<file path="config.mk">
export PLATFORM = sky130hd
export DESIGN_NAME = data_mem_sync
export DESIGN_NICKNAME = d
export VERILOG_FILES = /design/src/rtl/data_mem_sync.sv
export SDC_FILE = /design/constraint.sdc
export NUM_CORES = 2
export LEC_CHECK = 0
export CAP_MARGIN = 20
export CORE_MARGIN = 1.5
export CORE_UTILIZATION = 44
export CTS_BUF_LIST = sky130_fd_sc_hd__clkbuf_2 sky130_fd_sc_hd__clkbuf_4 sky130_fd_sc_hd__clkbuf_8
export DETAILED_ROUTE_END_ITERATION = 12
export PLACE_DENSITY = 0.56
export RECOVER_POWER = 50
export SLEW_MARGIN = 20
export SYNTH_ARGS = -nofsm -noshare
export SYNTH_HDL_FRONTEND = slang
export SYNTH_SLANG_ARGS = --single-unit
</file>
<file path="constraint.sdc">
create_clock -name clk -period 16.6 [get_ports clk]
set_input_delay 3.32 -clock clk [delete_from_list [all_inputs] [get_ports clk]]
set_output_delay 3.32 -clock clk [all_outputs]
set_load 0.02 [all_outputs]
</file>
<file path="src/rtl/data_mem_sync.sv">
// Single-port synchronous data memory with a self-clearing sweep after reset or on a clear request.
// Define DATA_MEM_SYNC_FWD_EN to forward same-cycle write data onto a read of the same address.
module data_mem_sync #(
  parameter int WIDTH = 8,
  parameter int DEPTH = 256
) (
  input  logic                     clk,
  input  logic                     reset,
  input  logic [$clog2(DEPTH)-1:0] addr,
  input  logic [WIDTH-1:0]         dataIn,
  input  logic                     writeEnable,
  input  logic                     readEnable,
  input  logic                     clear,
  output logic [WIDTH-1:0]         dataOut,
  output logic                     readValid,
  output logic                     busy
);

  localparam int ADDR_W = $clog2(DEPTH);
  localparam logic [ADDR_W:0]   DEPTH_EXT = (ADDR_W + 1)'(DEPTH);
  localparam logic [ADDR_W-1:0] LAST_PTR  = ADDR_W'(DEPTH - 1);

  typedef enum logic {
    SWEEP = 1'b0,
    IDLE  = 1'b1
  } state_t;

  state_t            state_q, state_d;
  logic [ADDR_W-1:0] ptr_q, ptr_d;
  logic [WIDTH-1:0]  data_out_q, data_out_d;
  logic              read_valid_q, read_valid_d;
  logic              busy_q, busy_d;

  logic [WIDTH-1:0]  mem [DEPTH];

  logic              idle;
  logic              addr_ok;
  logic              wr_accept;
  logic [WIDTH-1:0]  rd_word;
  logic              mem_we;
  logic [ADDR_W-1:0] mem_waddr;
  logic [WIDTH-1:0]  mem_wdata;

  assign idle      = (state_q == IDLE);
  assign addr_ok   = ({1'b0, addr} < DEPTH_EXT);
  // A clear in the same cycle wins over the write; the sweep will zero the word anyway.
  assign wr_accept = idle & writeEnable & ~clear & addr_ok;

  always_comb begin
    rd_word = '0;
    if (addr_ok) begin
      rd_word = mem[addr];
    end
`ifdef DATA_MEM_SYNC_FWD_EN
    if (wr_accept) begin
      rd_word = dataIn;
    end
`endif
  end

  always_comb begin
    state_d      = state_q;
    ptr_d        = ptr_q;
    data_out_d   = data_out_q;
    read_valid_d = 1'b0;
    case (state_q)
      SWEEP: begin
        if (ptr_q == LAST_PTR) begin
          state_d = IDLE;
          ptr_d   = '0;
        end else begin
          ptr_d = ptr_q + ADDR_W'(1);
        end
      end
      IDLE: begin
        if (clear) begin
          state_d = SWEEP;
          ptr_d   = '0;
        end
        if (readEnable) begin
          data_out_d   = rd_word;
          read_valid_d = 1'b1;
        end
      end
      default: begin
        state_d = SWEEP;
        ptr_d   = '0;
      end
    endcase
    busy_d = (state_d == SWEEP);
  end

  always_comb begin
    mem_we    = (state_q == SWEEP) | wr_accept;
    mem_waddr = idle ? addr : ptr_q;
    mem_wdata = idle ? dataIn : '0;
  end

  always_ff @(posedge clk or posedge reset) begin
    if (reset) begin
      state_q      <= SWEEP;
      ptr_q        <= '0;
      data_out_q   <= '0;
      read_valid_q <= 1'b0;
      busy_q       <= 1'b1;
    end else begin
      state_q      <= state_d;
      ptr_q        <= ptr_d;
      data_out_q   <= data_out_d;
      read_valid_q <= read_valid_d;
      busy_q       <= busy_d;
    end
  end

  // The array itself is never reset; the post-reset sweep zeroes it.
  always_ff @(posedge clk) begin
    if (mem_we) begin
      mem[mem_waddr] <= mem_wdata;
    end
  end

  assign dataOut   = data_out_q;
  assign readValid = read_valid_q;
  assign busy      = busy_q;

endmodule

</file>
# Word level (Yosys, flattened, before mapping)
# Memories as Yosys holds them, arrays and structs flattened. A register that Yosys moved wholly into a read port is not among the register bits.
# Index checks and enable logic that the tools add are counted.
[totals]
rom_bits = 0
memories = 1
reg_bits = 11
ram_bits = 2048
wordCells = 27
out_inout_bits = 10
latchBits = 0
[mem_list]
columns = ["name", "depth", "width", "rd", "rd_clocked_by_memory_dff", "wr", "line_no", "rtl"]
rows = [
  ["mem", 256, 8, 1, 1, 1, "34", "logic [WIDTH-1:0] mem [DEPTH];"],
]
[op_classes]
mul = 0
magnitude_cmp = 0
shifts = 0
n_bitwise = 6
div_mod_pow = 0
add_sub_neg = 1
mux = 12
eq_ne = 2
n_reduce_logical = 1
[ops]
columns = ["cell", "count"]
rows = [
  ["$mux W8", 4],
  ["$pmux W8 S2", 1],
  ["$add A8 B1 Y8 const B", 1],
  ["$eq A8 B8 Y1 const B", 1],
  ["$mux W1", 6],
  ["$not A1 Y1", 3],
  ["$and A1 B1 Y1", 2],
  ["$ne A2 B2 Y1 const B", 1],
  ["$pmux W1 S2", 1],
  ["$reduce_and A2 Y1", 1],
  ["$or A1 B1 Y1", 1],
]

# Longest topological paths before layout
[depth]
word_depth = 5
depth_mapped = 12
depth_no_buf = 8

# Worst setup path after synthesis
# OpenSTA, ideal clock, no wires.
[synth_path]
path_kind = "input to register"
start = "in dataIn[0]"
end = "mem mem[0][0], data pin"
t_arrival_ns = 6.547
cell_stages = 1
setup_ns = 0.867
path_slack_ns = 9.186
required_ns = 15.733
cell_sequence = "and2_1"
[synth_via]
elab_chain_len = 1
[synth_lines]
columns = ["item", "line_no", "rtl"]
rows = [
  ["start: declaration", "10", "input logic [WIDTH-1:0] dataIn,"],
  ["$mux W8", "96", "mem_wdata = idle ? dataIn : '0;"],
  ["end: declaration", "34", ""],
]
# No other way between the ends.

# Worst setup path in the final report
[layout_path]
start = "in dataIn[0]"
end = "mem mem[48][0], data pin"
[layout_via]
elab_chain_len = 1
[layout_lines]
columns = ["item", "line_no", "rtl"]
rows = [
  ["$mux W8", "96", ""],
  ["net mem_wdata[0]", "42", "logic [WIDTH-1:0] mem_wdata;"],
]
# The timed path passes the listed nets, and every way through them passes these cells.

==> summary.txt <==
Drt
  – Vias: 41,330
  – WL final: 219,900 um
  – Number of detailed-route iterations in the first pass: 6
  – Mean routed wirelength per cell: about 32 um
  – Initial drt markers: 4,545
  – Post-route ant nets: 0
  – Via density: 5.924
  – DR DRC count: 0

Finish
  – Fillers: 15,180
  – Share of layout cells above drive strength 1: a little over a fifth
  – Nets: 4,289
  – Most common cell after layout, fill and taps aside: edfxtp_1
  – Register area: 61,980 um2
  – Most frequent cells in the layout: edfxtp_1, clkbuf_8, mux4_2
  – Multi-input logic area: 17,450 um2
  – Synthesis-to-layout area growth: 10.67%

Pwr
  – Comb pwr share: 6.8%
  – Reg power frac: between 50% and 60%
  – Power Dens Cells: 120.9 nW/um2
  – Clock Power Share: 39.9%
  – IR drop worst, VDD: 0.07567 mV
  – Total power draw: 10.89 mW
  – Cell-internal power: about 8.3 mW
  – Switch Pwr: about 2.6 mW
  – Pleak: 28.99 nW
  – Switching fraction of total power: 23.58%

Hold path
  – Min-Delay Path Class: register to register
  – Hold Crit Start: ptr_q[5]
  – Worst hold path cell count: 1

Clock network
  – Post-CTS resize count: 0
  – CTS Root Cell: clkbuf_8
  – Clock insertion delay at the later pin of the skew report: 1030 ps
  – # hold bufs at CTS: 0
  – CTS buffer count: 352
  – Post-CTS setup repair buffer count: 0
  – CTS tree: done
  – Htree depth: 5
  – Clock Tree Buf Depth: 4
  – CTS clk-pin slew, worst paths: 60 ps
  – Num Clock Sinks: 2,067

Die
  – Initial core utilization: between 40% and 50%
  – Cell Rows: 157
  – Die Area: 187,600 um2
  – Die W: 433.1 um
  – Core Area: between 150,000 and 200,000 um2
  – Die H: 433.1 um
  – I/O Pins: 31

Worst setup path
  – Worst path most repeated cell: clkbuf_1
  – Critical path's top delay family: buffers and inverters
  – CP Class: primary input to register
  – CP Launch Point: dataIn[0]
  – Worst path cell trace: dlygate4sd3_1 -> and2_0 -> clkbuf_1 -> clkbuf_1
  – Crit. End Element: register
  – Beginning of the worst register-to-register path: idle
  – CP max stage delay: about 3200 ps
  – Crit. path cell count: 4
  – Req. time, crit path: 16,890 ps
  – R2R cell count: 3
  – Buf/Inv on CP: 3
  – CP max FO: 86
  – WP data arrival: 11,510 ps
  – CP startpoint kind: primary input
  – CP max stage cell: clkbuf_1

Status
  – Status: complete, but fails checks
  – Failing checks: capacitance limit, slew limit

Global route
  – First-pass GRT wire length: 312,900 um
  – Met1 Usage GRT: 32.35%
  – Total Routing Usage GR: 23.50%
  – Largest net degree at the start of global routing: 192
  – Grt ovf: 0
  – Initial antenna violation count: 7
  – GRT busiest layer: met2
  – GRT met3 Usage: 4.350%
  – Vias in the first global route: 42,040
  – GR Util met2: 37.03%

Place
  – GPL Wtd Cong: 0.8493
  – Dpl hpwl: approximately 130,000 um
  – Port-buffer cells: 30

STA
  – Setup Total Neg Slack: 0 ps
  – Fin crit share: between 60 and 70%
  – Clock Skews: between 60 and 70 ps
  – Final hold vios: 0
  – Pin slew with the least headroom to its limit: between 4000 and 5000 ps
  – RSZ-0062 raised after global routing: no
  – Min cycle time layout: ~11,000 ps
  – Highest clock rate: 89.15 MHz
  – Final setup fails: 0
  – Final Slew Violations: 1,633
  – Slew headroom: -217.5%

Yosys
  – Post-Syn Nets: approximately 4,100
  – Sequential-to-total area share from yosys stat: around 76%
  – Ys Warns: 0
  – Number of flops mapped to enable cells by yosys: approximately 2,000
  – Cells after Synth: 4,039
  – #FFs+latches synth: 2,067
  – Synth cell types: 73
  – Mapped cell area: 81,390 um2
  – Synth Flop Type: edfxtp_1
  – Syn_area_per_cell: 20.15 um2
  – Async SR Flop Fraction: 0.9192%

Run
  – Max cap viols: 24
## power by group through the flow
stage	logic, mW	clock network [mW]	registers, mW
floorplan	0.445	0	5.88
global route	0.771	4.64	5.80
CTS	0.741	4.43	5.80
detailed placement	0.739	0	5.91
global placement	0.735	0	5.90
finish	0.745	4.35	5.80
## Yosys cell counts, drive strengths merged (12+ instances only)
library cell	number	area share, %
clkbuf	99	0.69
buf	149	1.8
o221ai	49	0.53
a2111oi	18	0.21
a22oi	69	0.64
nor3	32	0.20
mux2i	289	3.6
and2	15	0.12
a31oi	12	0.092
a211oi	52	0.49
edfxtp	2048	76
nor2	290	1.3
nand3	51	0.31
nand2	140	0.65
o22ai	108	0.83
mux4	379	11
dfrtp	18	0.55
a21oi	55	0.34
o21ai	51	0.31
## registers in the layout, summed over array words and instances, names as in the netlist
| register | flops |
|---|---|
| mem | 2048 |
| dataOut | 8 |
| ptr_q | 8 |
| busy | 1 |
| idle | 1 |
| readValid | 1 |
## worst register-to-register path, stage by stage (launching register included)
cell and delay, ps:
dfrtp_2 980, and2_0 1810, clkbuf_1 3240, clkbuf_1 2680
## final timing paths
kind | endpoint | slack, ps
max | mem[48][0] | 5380
min | ptr_q[5] | 600
max reg2reg | mem[48][0] | 7100
min reg2reg | ptr_q[5] | 600
max in group asynchronous | idle | 13010
min in group asynchronous | dataOut[6] | 3080
## stage by stage
step / std cells / hold slack, ps / setup slack (ps) / util, % / area [um2]
2_1_floorplan: 4039 / 522.2 / 9186 / - / 81390
3_3_place_gp: 6373 / 562.4 / 8278 / 45.54 / 83550
3_5_place_dp: 6375 / 582.9 / 8287 / 45.57 / 83610
4_1_cts: 6971 / 592.9 / 9384 / 49.12 / 90130
5_1_grt: 6974 / 649.3 / 4705 / 49.09 / 90070
6_report: 6977 / 603.8 / 5383 / 49.09 / 90070
## metal layers
layer / up-vias / wire length [um]
met2: 1609 / 104200
met5: - / 70
met3: 444 / 14540
met4: 6 / 9427
li1: 17230 / -
met1: 22050 / 91670
## area by class of cell
type                            count  area share, %
Sequential cell                  2067          68.81
Clock buffer                      490          6.619
Antenna cell                        4        0.01111
Tap cell                         2464          3.423
Multi-Input combinational cell   1716          19.37
Clock inverter                    106         0.6237
Timing Repair Buffer              122          1.110
Inverter                            8        0.03612
## cell families after synthesis
family                     after synthesis  share of synthesized area, %
AOI/OAI and AO/OA                      459                         3.917
xor gates and xnor gates                 3                       0.03229
adders and majority gates                1                       0.01537
buffers and inverters                  256                         2.533
DFF                                   2067                         76.14
muxes                                  668                         14.26
and+or+nand+nor                        585                         3.096
No activity file was read; power rests on OpenSTA's default activity.
